<file path="src/rtl/bcd_arb_pkg.sv">
// Shared definitions for the BCD converter arbiter: FSM encoding, digit
// geometry and the default operand width.
// Latency: n/a (types and constants only). Backpressure: n/a.
package bcd_arb_pkg;

    typedef enum logic [1:0] {
        ST_IDLE  = 2'd0,
        ST_GRANT = 2'd1,
        ST_WAIT  = 2'd2,
        ST_STORE = 2'd3
    } arb_state_t;

    localparam int BCD_DIGITS = 4;
    localparam int BCD_W      = 16;
    localparam int DIGIT_W    = BCD_W / BCD_DIGITS;
    localparam int BIN_W_DEF  = 13;

    // Round-robin successor of a channel index, wrapping at n_ch.
    function automatic logic [2:0] next_ch(input logic [2:0] id, input int n_ch);
        return (int'(id) == n_ch - 1) ? 3'd0 : id + 3'd1;
    endfunction

endpackage

</file>
<file path="src/rtl/rr_arbiter.sv">
// Combinational round-robin select: channel ptr has top priority, then
// ptr+1 and so on, wrapping. Latency: combinational. Backpressure: none.
// Ports: req (per-channel request), ptr (priority pointer, < N_CH),
//        gnt (one-hot winner), gnt_id (encoded winner), gnt_vld (any request).
module rr_arbiter
    import bcd_arb_pkg::*;
#(
    parameter int N_CH = 4
) (
    input  logic [N_CH-1:0] req,
    input  logic [2:0]      ptr,
    output logic [N_CH-1:0] gnt,
    output logic [2:0]      gnt_id,
    output logic            gnt_vld
);

    logic [2*N_CH-1:0] req_dbl;
    logic [N_CH-1:0]   req_rot;
    logic [2:0]        off;
    logic [3:0]        sum;
    logic              found;

    // Rotate the request vector so that channel ptr lands on bit 0; the
    // first set bit is then the offset of the winner from ptr.
    assign req_dbl = {req, req};
    assign req_rot = N_CH'(req_dbl >> ptr);
    assign gnt_vld = |req;

    always_comb begin
        off   = '0;
        found = 1'b0;
        for (int k = 0; k < N_CH; k++) begin
            if (!found && req_rot[k]) begin
                found = 1'b1;
                off   = 3'(k);
            end
        end
    end

    assign sum    = {1'b0, ptr} + {1'b0, off};
    assign gnt_id = (sum >= 4'(N_CH)) ? 3'(sum - 4'(N_CH)) : sum[2:0];

    always_comb begin
        gnt = '0;
        for (int j = 0; j < N_CH; j++) begin
            gnt[j] = gnt_vld && (gnt_id == 3'(j));
        end
    end

endmodule

</file>
<file path="src/rtl/bcd_conv_arbiter.sv">
// Shares one binary-to-BCD converter among N_CH requesters, round-robin,
// storing each channel's four result digits in a held per-channel register.
// Latency: req -> ack/conv_start 1 cycle; conv_done_tick -> ch_done 1 cycle.
// Backpressure: grants only in IDLE with conv_ready high; requests simply wait.
// Ports: req/bin in, ack/ch_done/ch_bcd out per channel; busy, grant_id,
//        timeout_err status; conv_start/conv_bin out and conv_ready,
//        conv_done_tick, conv_bcd3..0 in towards the converter.
// Build option: define BCD_ARB_TIMEOUT_EN to enable the WAIT watchdog
// (TIMEOUT_CYC cycles); otherwise WAIT is unbounded and timeout_err is 0.
module bcd_conv_arbiter
    import bcd_arb_pkg::*;
#(
    parameter int N_CH        = 4,
    parameter int BIN_W       = BIN_W_DEF,
    parameter int TIMEOUT_CYC = 32
) (
    input  logic                    clk,
    input  logic                    reset,
    input  logic [N_CH-1:0]         req,
    input  logic [N_CH*BIN_W-1:0]   bin,
    output logic [N_CH-1:0]         ack,
    output logic [N_CH-1:0]         ch_done,
    output logic [N_CH*BCD_W-1:0]   ch_bcd,
    output logic                    busy,
    output logic [2:0]              grant_id,
    output logic                    timeout_err,
    output logic                    conv_start,
    output logic [BIN_W-1:0]        conv_bin,
    input  logic                    conv_ready,
    input  logic                    conv_done_tick,
    input  logic [DIGIT_W-1:0]      conv_bcd3,
    input  logic [DIGIT_W-1:0]      conv_bcd2,
    input  logic [DIGIT_W-1:0]      conv_bcd1,
    input  logic [DIGIT_W-1:0]      conv_bcd0
);

    arb_state_t        state;
    logic [2:0]        ptr;
    logic [N_CH-1:0]   win_gnt;
    logic [2:0]        win_id;
    logic              win_vld;
    logic [BIN_W-1:0]  win_bin;
    logic [BCD_W-1:0]  digits;

    rr_arbiter #(.N_CH(N_CH)) u_rr (
        .req     (req),
        .ptr     (ptr),
        .gnt     (win_gnt),
        .gnt_id  (win_id),
        .gnt_vld (win_vld)
    );

    // AND-OR operand mux driven by the one-hot winner.
    always_comb begin
        win_bin = '0;
        for (int j = 0; j < N_CH; j++) begin
            if (win_gnt[j]) begin
                win_bin = win_bin | bin[j*BIN_W +: BIN_W];
            end
        end
    end

    assign digits = {conv_bcd3, conv_bcd2, conv_bcd1, conv_bcd0};
    assign busy   = (state != ST_IDLE);

`ifdef BCD_ARB_TIMEOUT_EN
    localparam int CNT_W = $clog2(TIMEOUT_CYC + 1);
    logic [CNT_W-1:0] wait_cnt;
`else
    assign timeout_err = 1'b0;
`endif

    always_ff @(posedge clk or posedge reset) begin
        if (reset) begin
            state       <= ST_IDLE;
            ptr         <= '0;
            ack         <= '0;
            ch_done     <= '0;
            ch_bcd      <= '0;
            grant_id    <= '0;
            conv_start  <= 1'b0;
            conv_bin    <= '0;
`ifdef BCD_ARB_TIMEOUT_EN
            timeout_err <= 1'b0;
            wait_cnt    <= '0;
`endif
        end else begin
            // Pulse outputs default low; each is raised for exactly one cycle.
            ack        <= '0;
            ch_done    <= '0;
            conv_start <= 1'b0;
`ifdef BCD_ARB_TIMEOUT_EN
            timeout_err <= 1'b0;
`endif
            case (state)
                ST_IDLE: begin
                    if (win_vld && conv_ready) begin
                        grant_id   <= win_id;
                        conv_bin   <= win_bin;
                        conv_start <= 1'b1;
                        ack        <= win_gnt;
                        state      <= ST_GRANT;
                    end
                end
                ST_GRANT: begin
`ifdef BCD_ARB_TIMEOUT_EN
                    wait_cnt <= '0;
`endif
                    state <= ST_WAIT;
                end
                ST_WAIT: begin
                    // The result register and ch_done are updated together on
                    // entry to STORE so ch_done always sees the new digits.
                    if (conv_done_tick) begin
                        for (int j = 0; j < N_CH; j++) begin
                            if (grant_id == 3'(j)) begin
                                ch_bcd[j*BCD_W +: BCD_W] <= digits;
                                ch_done[j]               <= 1'b1;
                            end
                        end
                        state <= ST_STORE;
                    end
`ifdef BCD_ARB_TIMEOUT_EN
                    else if (wait_cnt == CNT_W'(TIMEOUT_CYC - 1)) begin
                        timeout_err <= 1'b1;
                        ptr         <= next_ch(grant_id, N_CH);
                        state       <= ST_IDLE;
                    end else begin
                        wait_cnt <= wait_cnt + 1'b1;
                    end
`endif
                end
                ST_STORE: begin
                    ptr   <= next_ch(grant_id, N_CH);
                    state <= ST_IDLE;
                end
                default: state <= ST_IDLE;
            endcase
        end
    end

endmodule

</file>
<file path="config.mk">
export PLATFORM = sky130hd
export DESIGN_NAME = bcd_conv_arbiter
export DESIGN_NICKNAME = d
export VERILOG_FILES = /design/src/rtl/bcd_arb_pkg.sv /design/src/rtl/rr_arbiter.sv /design/src/rtl/bcd_conv_arbiter.sv
export SDC_FILE = /design/constraint.sdc
export NUM_CORES = 1
export LEC_CHECK = 0
export BUFFER_PORTS_ARGS = -buffer_cell sky130_fd_sc_hd__buf_2
export CORE_MARGIN = 2
export CORE_UTILIZATION = 44
export DETAILED_ROUTE_END_ITERATION = 10
export PLACE_DENSITY = 0.77
export SLEW_MARGIN = 10
export SYNTH_ARGS = -nofsm -noshare
export SYNTH_HDL_FRONTEND = slang
export SYNTH_SLANG_ARGS = --single-unit
</file>
<file path="constraint.sdc">
create_clock -name clk -period 2.7 [get_ports clk]
set_input_delay 0.27 -clock clk [delete_from_list [all_inputs] [get_ports clk]]
set_output_delay 0.27 -clock clk [all_outputs]
set_load 0.01 [all_outputs]
</file>
# Yosys cells after proc, flatten, opt, wreduce, memory -nomap -nowiden
# Index checks and enable logic that the tools add are counted.
# totals
in_bits	76
word_cells	78
out_inout_bits	91
ff_bits	94
# classes
addsub	3
eq_ne	12
order_cmp	1
n_mux	25
bitwise_logic	3
reduce_logical	22
shifts	1
# op_table
cell	n
$mux W13	4
$or A13 B13 Y13	3
$mux W4	4
$eq A3 B2 Y1 const B	4
$reduce_and A3 Y1	4
$mux W1	10
$logic_and A1 B1 Y1	8
$mux W2	4
$pmux W2 S4	1
$shr A8 B3 Y4	1
$eq A3 B1 Y1 const B	2
$logic_not A3 Y1	2
$mux W3	2
$add A3 B2 Y4	1
$eq A2 B2 Y1 const B	2
$ge A4 B3 Y1 const B	1
$ne A2 B2 Y1 const B	2
$reduce_and A2 Y1	2
$reduce_or A4 Y1	1
$add A3 B1 Y3 const B	1
$eq A3 B3 Y1 const B	1
$logic_not A1 Y1	3
$sub A3 B3 Y3 const B	1
$eq A2 B1 Y1 const B	1
other kinds (2)	2

# Logic depth before layout (Yosys ltp)
# Gate-level depths: netlist (run 1).
# logic_depth
depth_word	23
ltp_mapped	12
mapped_depth_nobuf	10

# Cells and area by module
# Synthesis (run 1) repeated with hierarchy kept, for this count alone.
# hier_totals
hier_cells	301
hier_area_um2	4284.1
# by_module_without_submodules
module	instances	seq_area_each_um2	area_each_um2	cells_per_inst
bcd_conv_arbiter	1	2352.3	4025.1	267
rr_arbiter	1	0.0	259.0	34

# Worst setup path after synthesis (run 1)
# OpenSTA, ideal clock, no wires.
# synth_timing
path_kind	register to register
start	register ptr[0]
end	register conv_bin[8]
required_ns	2.634
period_less_slack_ns	2.660
setup_ns	0.066
t_arrival_ns	2.594
path_buffers	2
path_stages_with_launch	13
setup_slack_ns	0.040
path_cell_list	dfrtp_1 > clkbuf_1 > nor2b_1 > a21o_1 > o21ai_0 > o2bb2ai_1 > ha_1 > fa_1 > nor2b_1 > clkbuf_1 > nand2_1 > a21oi_1 > a221o_1
# synth_via
elab_chain_cells	23
elab_cells_between_ends	32
cone_classes	2 x add/sub; 1 x order compare; 3 x eq/ne; 1 x shift; 11 x mux; 3 x bitwise; 11 x reduce/logical
# synth_lines
item	line	rtl
start: declaration	bcd_conv_arbiter.sv:38	logic [2:0] ptr;
start signal: assignment	bcd_conv_arbiter.sv:134	ptr <= next_ch(grant_id, N_CH);
$shr A8 B3 Y4	rr_arbiter.sv:26	assign req_rot = N_CH'(req_dbl >> ptr);
$mux W1	rr_arbiter.sv:33	if (!found && req_rot[k]) begin
$logic_not A1 Y1	rr_arbiter.sv:33	
$logic_and A1 B1 Y1	rr_arbiter.sv:33	
$mux W1	rr_arbiter.sv:33	
$logic_not A1 Y1	rr_arbiter.sv:33	
$logic_and A1 B1 Y1	rr_arbiter.sv:33	
$mux W1	rr_arbiter.sv:33	
[... 6 more ...]	--	
net u_rr.gnt_id[1]	rr_arbiter.sv:13	output logic [2:0] gnt_id,
[... 1 more ...]	--	
$logic_and A1 B1 Y1	rr_arbiter.sv:46	gnt[j] = gnt_vld && (gnt_id == 3'(j));
$mux W13	bcd_conv_arbiter.sv:57	if (win_gnt[j]) begin
$or A13 B13 Y13	bcd_conv_arbiter.sv:58	win_bin = win_bin | bin[j*BIN_W +: BIN_W];
$mux W13	bcd_conv_arbiter.sv:57	
$or A13 B13 Y13	bcd_conv_arbiter.sv:58	
$mux W13	bcd_conv_arbiter.sv:57	
$or A13 B13 Y13	bcd_conv_arbiter.sv:58	
$mux W13 (*)	bcd_conv_arbiter.sv:57	
end signal: assignment	bcd_conv_arbiter.sv:99	conv_bin <= win_bin;
end: declaration	bcd_conv_arbiter.sv:28	output logic [BIN_W-1:0] conv_bin,
# The timed path passes the listed nets; every way through them passes the cells marked *.
# A chain may end at the register's enable or synchronous reset.

# Worst setup path in the final report (run 1)
# layout_timing
start	register ptr[0]
end	register conv_bin[6]
# The elaborated chain is that of the path after synthesis.

==> summary.txt, run 1 <==
Cells and area
  – Final core occ: 59.19%
  – Synth-to-Final Area Change: 31.29%
  – Fill cell count: 758
  – Layout cells sized above 1: 58.27%
  – Antenna diode count: 0
  – Final cell count without fillers: 607
  – Nets: 577

Synth
  – YS warnings: 0
  – Synth Instances: 310
  – Syn Area/Cell: 13.31 um^2
  – Cell variety after synth: 37
  – EDFF count, synth: 0
  – Synth Register Bits: 94
  – Sequential fraction of the synthesis area: 57.00%
  – Syn_nets: 396
  – Ys async rst share: 100.0%
  – Simple-Gate Fraction of Synth Area: 6.883%
  – Compound-Gate Fraction of Synth Area: 7.520%
  – Synth Area in Adders: 3.214%
  – XOR/XNOR Fraction of Synth Area: 0%
  – Ys flop type: dfrtp_1
  – Multiplexer share of the synthesized area: 21.98%
  – Main combinational cell family by area after synthesis: multiplexers
  – Post-Syn Area: 4126 um^2

STA
  – Fin. Hold Viols: 0
  – Crit share post-route: 95.35%
  – Setup TNS: 0 ns
  – Post-layout minimum cycle time: 2.574 ns
  – Worst Skew: 0.01409 ns
  – Slew Viols, Final: 0
  – Fmax: 388.4 MHz
  – Setup WS post-layout: 0.1256 ns
  – Final setup fails: 0

Placed design
  – Placer Congestion: 0.8000
  – Post-Place Cells: 587
  – Setup WS pre-CTS: -0.2280 ns
  – Number of port buffers: 165
  – HPWL after detailed placement: 7218 um

Power and ir drop
  – Sequential power share: 37.2%
  – VDD IR-drop max: 812.8 uV
  – Switching portion of total power: 36.50%
  – Leak Pwr: 2.809 nW
  – Net Sw Power: 2.337 mW
  – Comb pwr share: 49.6%
  – Clock Power Share: 13.2%
  – Tot Pwr: 6.401 mW
  – PwrDens: 1182 nW/um^2
  – Internal power: 4.065 mW

CTS
  – Clock sinks: 94
  – TritonCTS clock tree: done
  – Clock slew at the register clock pins of the worst setup and hold paths: 0.10 ns
  – CTS HTree Levels: 3
  – Clock Path Buffers: 2
  – CTS Buf Count: 9
  – Root Buffer: clkbuf_8
  – Worst-Skew Late Latency: 0.35 ns

Floorplan
  – Area of the core: 9153 um^2
  – Initial core utilization: 45.09%
  – # IOs: 167
  – Die area: 10170 um^2
  – Row count: 35
  – DIE HEIGHT: 100.8 um
  – Die width: 100.8 um

Routing
  – Final WL: 9636 um
  – Wire per inst: 15.87 um
  – Via density: 5.133
  – DRC viols: 0
  – Initial DRC Count: 78
  – ANT nets after route: 0
  – Pre-antenna DRT Iters: 4
  – Via count: 3116

Global routing
  – Wire length of the first global-routing pass: 14770 um
  – Total grt overflow: 0
  – Initial antenna violation count: 0
  – Vias in the first global route: 3119
  – Gr usage total: 18.57%
  – Pin count of the biggest net entering global routing: 50

Run status
  – Status: finished, final reports clean

Worst hold path
  – Hold depth: 2
  – Hold endpoint: conv_bin[8]
  – Worst hold path startpoint: bin[47]
  – Min-Delay Path Class: primary input to register

Setup path
  – Setup crit start: ptr[0]
  – CP endpoint kind: register
  – Worst flop-to-flop path endpoint: conv_bin[6]
  – CP arrival: 2.86 ns
  – Setup crit start kind: register
  – WS Path Type: register to register
  – FF-to-FF setup slack: 0.13 ns
  – Reg-to-Reg Start: ptr[0]
  – Reg2Reg Depth: 11
  – Worst EP required: 2.99 ns
  – Worst Path Max Fanout: 8

Flow run
  – Max-Cap Viols: 0
registers in the layout (all words and copies together) (netlist names):
name        flops
ch_bcd         64
conv_bin       13
ack             4
ch_done         4
grant_id        3
ptr             3
state           2
conv_start      1
power groups by stage:
stage | logic (mW) | clock network [mW] | registers [mW]
finish | 3.18 | 0.846 | 2.38
global route | 3.44 | 0.935 | 2.45
CTS | 3.01 | 0.868 | 2.39
detailed placement | 3.01 | 0 | 2.41
global placement | 2.91 | 0 | 2.38
floorplan | 1.63 | 0 | 2.65
worst max path at each step:
| stage | to | depth (start not counted) |
|---|---|---|
| after floorplan | conv_bin[8] | 12 |
| after global routing | conv_bin[5] | 11 |
| after global placement | conv_bin[2] | 10 |
| final | conv_bin[6] | 11 |
| after detailed placement | conv_bin[10] | 10 |
| after CTS | conv_bin[5] | 10 |
routing by layer:
metal  up-vias  GRT usage, %  wire (um)
met1      1544         21.34       3869
met4         0         3.793         79
met2       103         34.87       5173
li1       1459             -          -
met3        10         4.508        513
met5         -             0          0
what timing repair did:
action / CTS / global route
gates resized for setup: 1 / 9
hold buffers: 1 / 0
pin swaps: 0 / 3
endpoints found under the hold margin: 16 / 0
setup endpoints to repair: 13 / 15
setup buffers: 0 / 4
layout by cell type (no fill, tap or decap), types with 13 or more instances in the layout:
cell	instances
or2_2	13
inv_1	15
a221o_1	13
mux2_2	69
buf_4	13
dfrtp_1	93
a21oi_1	17
nand2_1	23
buf_2	166
mux2i_1	13
cell families after synthesis:
group,after synthesis
buf+inv,30
flops,94
mux,82
other cells,1
fa+ha+maj,10
compound gates,42
simple gates,51
worst max-delay path, stage by stage (launching register included):
cell and delay [ns]:
dfrtp_2 0.46, buf_2 0.16, nand2b_1 0.14, nand3b_1 0.15
nand4_1 0.17, o31ai_4 0.11, fa_1 0.46, buf_6 0.16
buf_12 0.12, or2_2 0.28, a21oi_1 0.16, a221o_1 0.14
cell type report:
class / count / area [um^2] / share of cell area, %
clock buffer: 12 / 145.1 / 2.679
inverter: 16 / 63.81 / 1.178
timing repair buffer: 184 / 1010 / 18.64
tap: 111 / 138.9 / 2.564
sequential: 94 / 2354 / 43.44
multi-input combinational: 186 / 1674 / 30.90
clock inverter: 4 / 32.53 / 0.6005
cells in the mapped netlist (all sizes together), types with 2 or more instances:
library cell	number	area, um^2
dfrtp	94	2352
mux2	69	777.0
nand2	23	86.33
a21oi	17	85.08
inv	16	60.06
a221o	13	130.1
mux2i	13	130.1
or2	13	81.33
buf	10	61.30
ha	9	112.6
clkbuf	4	15.01
nand2b	2	12.51
nor2b	2	12.51
nor4	2	12.51
o21ai	2	10.01
o22ai	2	12.51
metrics by stage:
step | hold WS [ns] | cell area (um^2)
after floorplan | 0.4151 | 4130
after global placement | 0.2853 | 5144
after detailed placement | 0.2909 | 5144
after CTS | 0.1365 | 5334
after global routing | 0.1310 | 5418
final | 0.1518 | 5418
Power figures use the tool's default switching activity.
==> run 2, diff against run 1 <==
--- a/config.mk
+++ b/config.mk
@@ -6,10 +6,10 @@
 export NUM_CORES = 1
 export LEC_CHECK = 0
 export BUFFER_PORTS_ARGS = -buffer_cell sky130_fd_sc_hd__buf_2
-export CORE_MARGIN = 2
-export CORE_UTILIZATION = 44
+export CORE_MARGIN = 10
+export CORE_UTILIZATION = 48
 export DETAILED_ROUTE_END_ITERATION = 10
-export PLACE_DENSITY = 0.77
+export PLACE_DENSITY = 0.79
 export SLEW_MARGIN = 10
 export SYNTH_ARGS = -nofsm -noshare
 export SYNTH_HDL_FRONTEND = slang
==> constraint.sdc (replaced) <==
create_clock -name clk -period 2.4 [get_ports clk]
set_input_delay 0.24 -clock clk [delete_from_list [all_inputs] [get_ports clk]]
set_output_delay 0.24 -clock clk [all_outputs]
set_load 0.01 [all_outputs]
==> run 2 against run 1 <==
The flow now finishes with violations (setup timing). Final area grew 2.4%. Sequential share of layout area shrank 1.0 points. Register-to-register slack lost 0.18 ns. Power grew 21%. Sequential power grew 13%. Critical path depth shrank 1. Maximum frequency grew 4.9%. Clock-buffer cell count shrank 3. Utilization grew 7.7 points. Critical endpoint is now conv_bin[1]. Largest cell class unchanged. Largest power group unchanged.
==> summary.txt, run 2 (synthesis gave the netlist of run 1 again) <==
Setup path
  – Reg2Reg Depth: 10
  – Worst flop-to-flop path endpoint: conv_bin[1]
  – CP endpoint kind: register
  – CP arrival: 2.74 ns
  – Slowest CP cell: fa_2
  – Setup crit start kind: register
  – Worst path cell trace: nor2b_4 > a21o_1 > o21ai_1 > o2bb2ai_1 > ha_2 > fa_2 > buf_6 > or2_2 > a21oi_1 > a221o_1
  – Worst EP required: 2.68 ns
  – WS Path Type: register to register
  – FF-to-FF setup slack: -0.05 ns
  – Worst Path Max Fanout: 16
  – Worst path max stage delay: 0.48 ns
  – Reg-to-Reg Start: ptr[0]

CTS
  – Root Buffer: clkbuf_8
  – TritonCTS clock tree: done
  – CTS Buf Count: 9
  – Worst-Skew Late Latency: 0.35 ns
  – CTS HTree Levels: 3
  – Clock sinks: 94
  – Clock Path Buffers: 2
  – Clock slew at the register clock pins of the worst setup and hold paths: 0.09 ns

STA
  – Fin. Hold Viols: 0
  – Crit share post-route: 102.3%
  – Slew Viols, Final: 0
  – Setup WS post-layout: -0.05492 ns
  – Post-layout minimum cycle time: 2.455 ns
  – WHS: 0.1195 ns
  – Final setup fails: 12
  – Fmax: 407.3 MHz
  – Slew headroom: 61.46%
  – RSZ-0062 raised after global routing: true
  – Tightest Pin Transition: 0.5728 ns
  – Worst Skew: 0.01276 ns

Worst hold path
  – Min-Delay Path Class: primary input to register
  – Hold endpoint: conv_bin[11]
  – Hold depth: 2
  – Worst hold path startpoint: bin[50]

Cells and area
  – Layout cells sized above 1: 60.48%
  – Commonest non-fill, non-tap cell in the layout: buf_2
  – Nets: 583
  – Final cell count without fillers: 607
  – Most flops, register: ch_bcd
  – Largest regs: ch_bcd x64, conv_bin x13
  – Number of flip-flops in the largest register: 64
  – Final instance area: 5548 um^2
  – Synth-to-Final Area Change: 34.45%
  – Most frequent cells in the layout: buf_2 (165), dfrtp_1 (93), mux2_2 (69), nand2_1 (23), buf_4 (18)

Run status
  – Status: complete, but fails checks
  – Failing checks: setup timing

Placed design
  – Placer Congestion: 0.8497
  – Number of port buffers: 165
  – Area after DPL: 5236 um^2
  – HPWL after detailed placement: 8708 um
  – Setup WS pre-CTS: -0.1588 ns
  – Post-Place Cells: 589

Floorplan
  – Row count: 33
  – DIE HEIGHT: 112.7 um
  – Die width: 112.7 um
  – Die area: 12710 um^2
  – # IOs: 167
  – Initial core utilization: 49.72%
  – Area of the core: 8299 um^2

Global routing
  – Pin count of the biggest net entering global routing: 93
  – Gr usage total: 17.29%
  – Wire length of the first global-routing pass: 18070 um
  – Total grt overflow: 0
  – Vias in the first global route: 3614
  – Initial antenna violation count: 0

Routing
  – Initial DRC Count: 138
  – Via density: 5.188
  – Via count: 3149
  – Final WL: 11330 um
  – Pre-antenna DRT Iters: 4
  – DRC viols: 0
  – Wire per inst: 18.66 um
  – ANT nets after route: 0

Power and ir drop
  – Tot Pwr: 7.764 mW
  – VDD IR-drop max: 707.7 uV
  – Leak Pwr: 2.881 nW
  – PwrDens: 1399 nW/um^2

Flow run
  – Max-Cap Viols: 0
-- run 2: cell count changes in the layout (fill, tap and decap cells not counted), sizes merged --
cell      previous run  this run
buf                183       189
bufinv               0         3
clkbuf              12         9
clkinv               2         0
clkinvlp             3         2
diode                0         1
inv                 15        17
-- run 2: power by group --
group	total, mW	internal, mW	switching, mW
Combinational	3.82	1.99	1.83
Clock	1.26	0.698	0.564
Sequential	2.68	2.29	0.392
-- run 2: worst max-delay path by stage --
stage | startpoint | end | slack [ns] | depth (start not counted)
after floorplan | ptr[0] | conv_bin[6] | -0.009 | 10
after global placement | ptr[0] | ack[0] | -0.08 | 10
after detailed placement | ptr[0] | conv_bin[1] | -0.16 | 9
after CTS | ptr[0] | ack[0] | -0.04 | 10
after global routing | ptr[0] | conv_bin[7] | -0.17 | 9
final | ptr[0] | conv_bin[1] | -0.05 | 10
-- run 2: layout make-up --
cell class                 count  area [um^2]
multi-input combinational    186         1690
fill                         633         2751
tap                          105        131.4
inverter                      16        63.81
clock buffer                   9        123.9
timing repair buffer         190         1065
sequential                    94         2354
clock inverter                 6        117.6
antenna                        1        2.502
-- run 2: layer usage --
layer | track usage [%] | vias to the layer above | part of all wire (%)
met4 | 3.046 | 0 | 0.72
met5 | 0 | - | 0
met1 | 19.93 | 1528 | 42
li1 | - | 1472 | -
met2 | 29.45 | 141 | 48
met3 | 7.554 | 8 | 9.3
-- run 2: what timing repair did --
action,CTS,global route
setup buffers,1,0
resized for setup,7,5
hold buffers,1,0
endpoints found under the hold margin,2,0
gates cloned,0,0
setup endpoints to repair,15,17
pin swaps,1,0
-- run 2: worst max-delay path: cells and delay by family (launching register included) --
family / cells / cell delay [ns]
AND/OR/NAND/NOR: 2 / 0.35
adder cells (fa/ha/maj): 2 / 0.70
AO/OA/AOI/OAI: 5 / 0.71
buffers and inverters: 1 / 0.18
flip-flops: 1 / 0.47
-- run 2: through the flow --
| step | setup TNS, ns | util [%] |
|---|---|---|
| after global placement | -0.3595 | 63.09 |
| after CTS | -0.1242 | 66.55 |
| final | -0.2327 | 66.85 |
| after detailed placement | -1.639 | 63.09 |
| after global routing | -2.112 | 66.82 |
| after floorplan | -0.02841 | - |
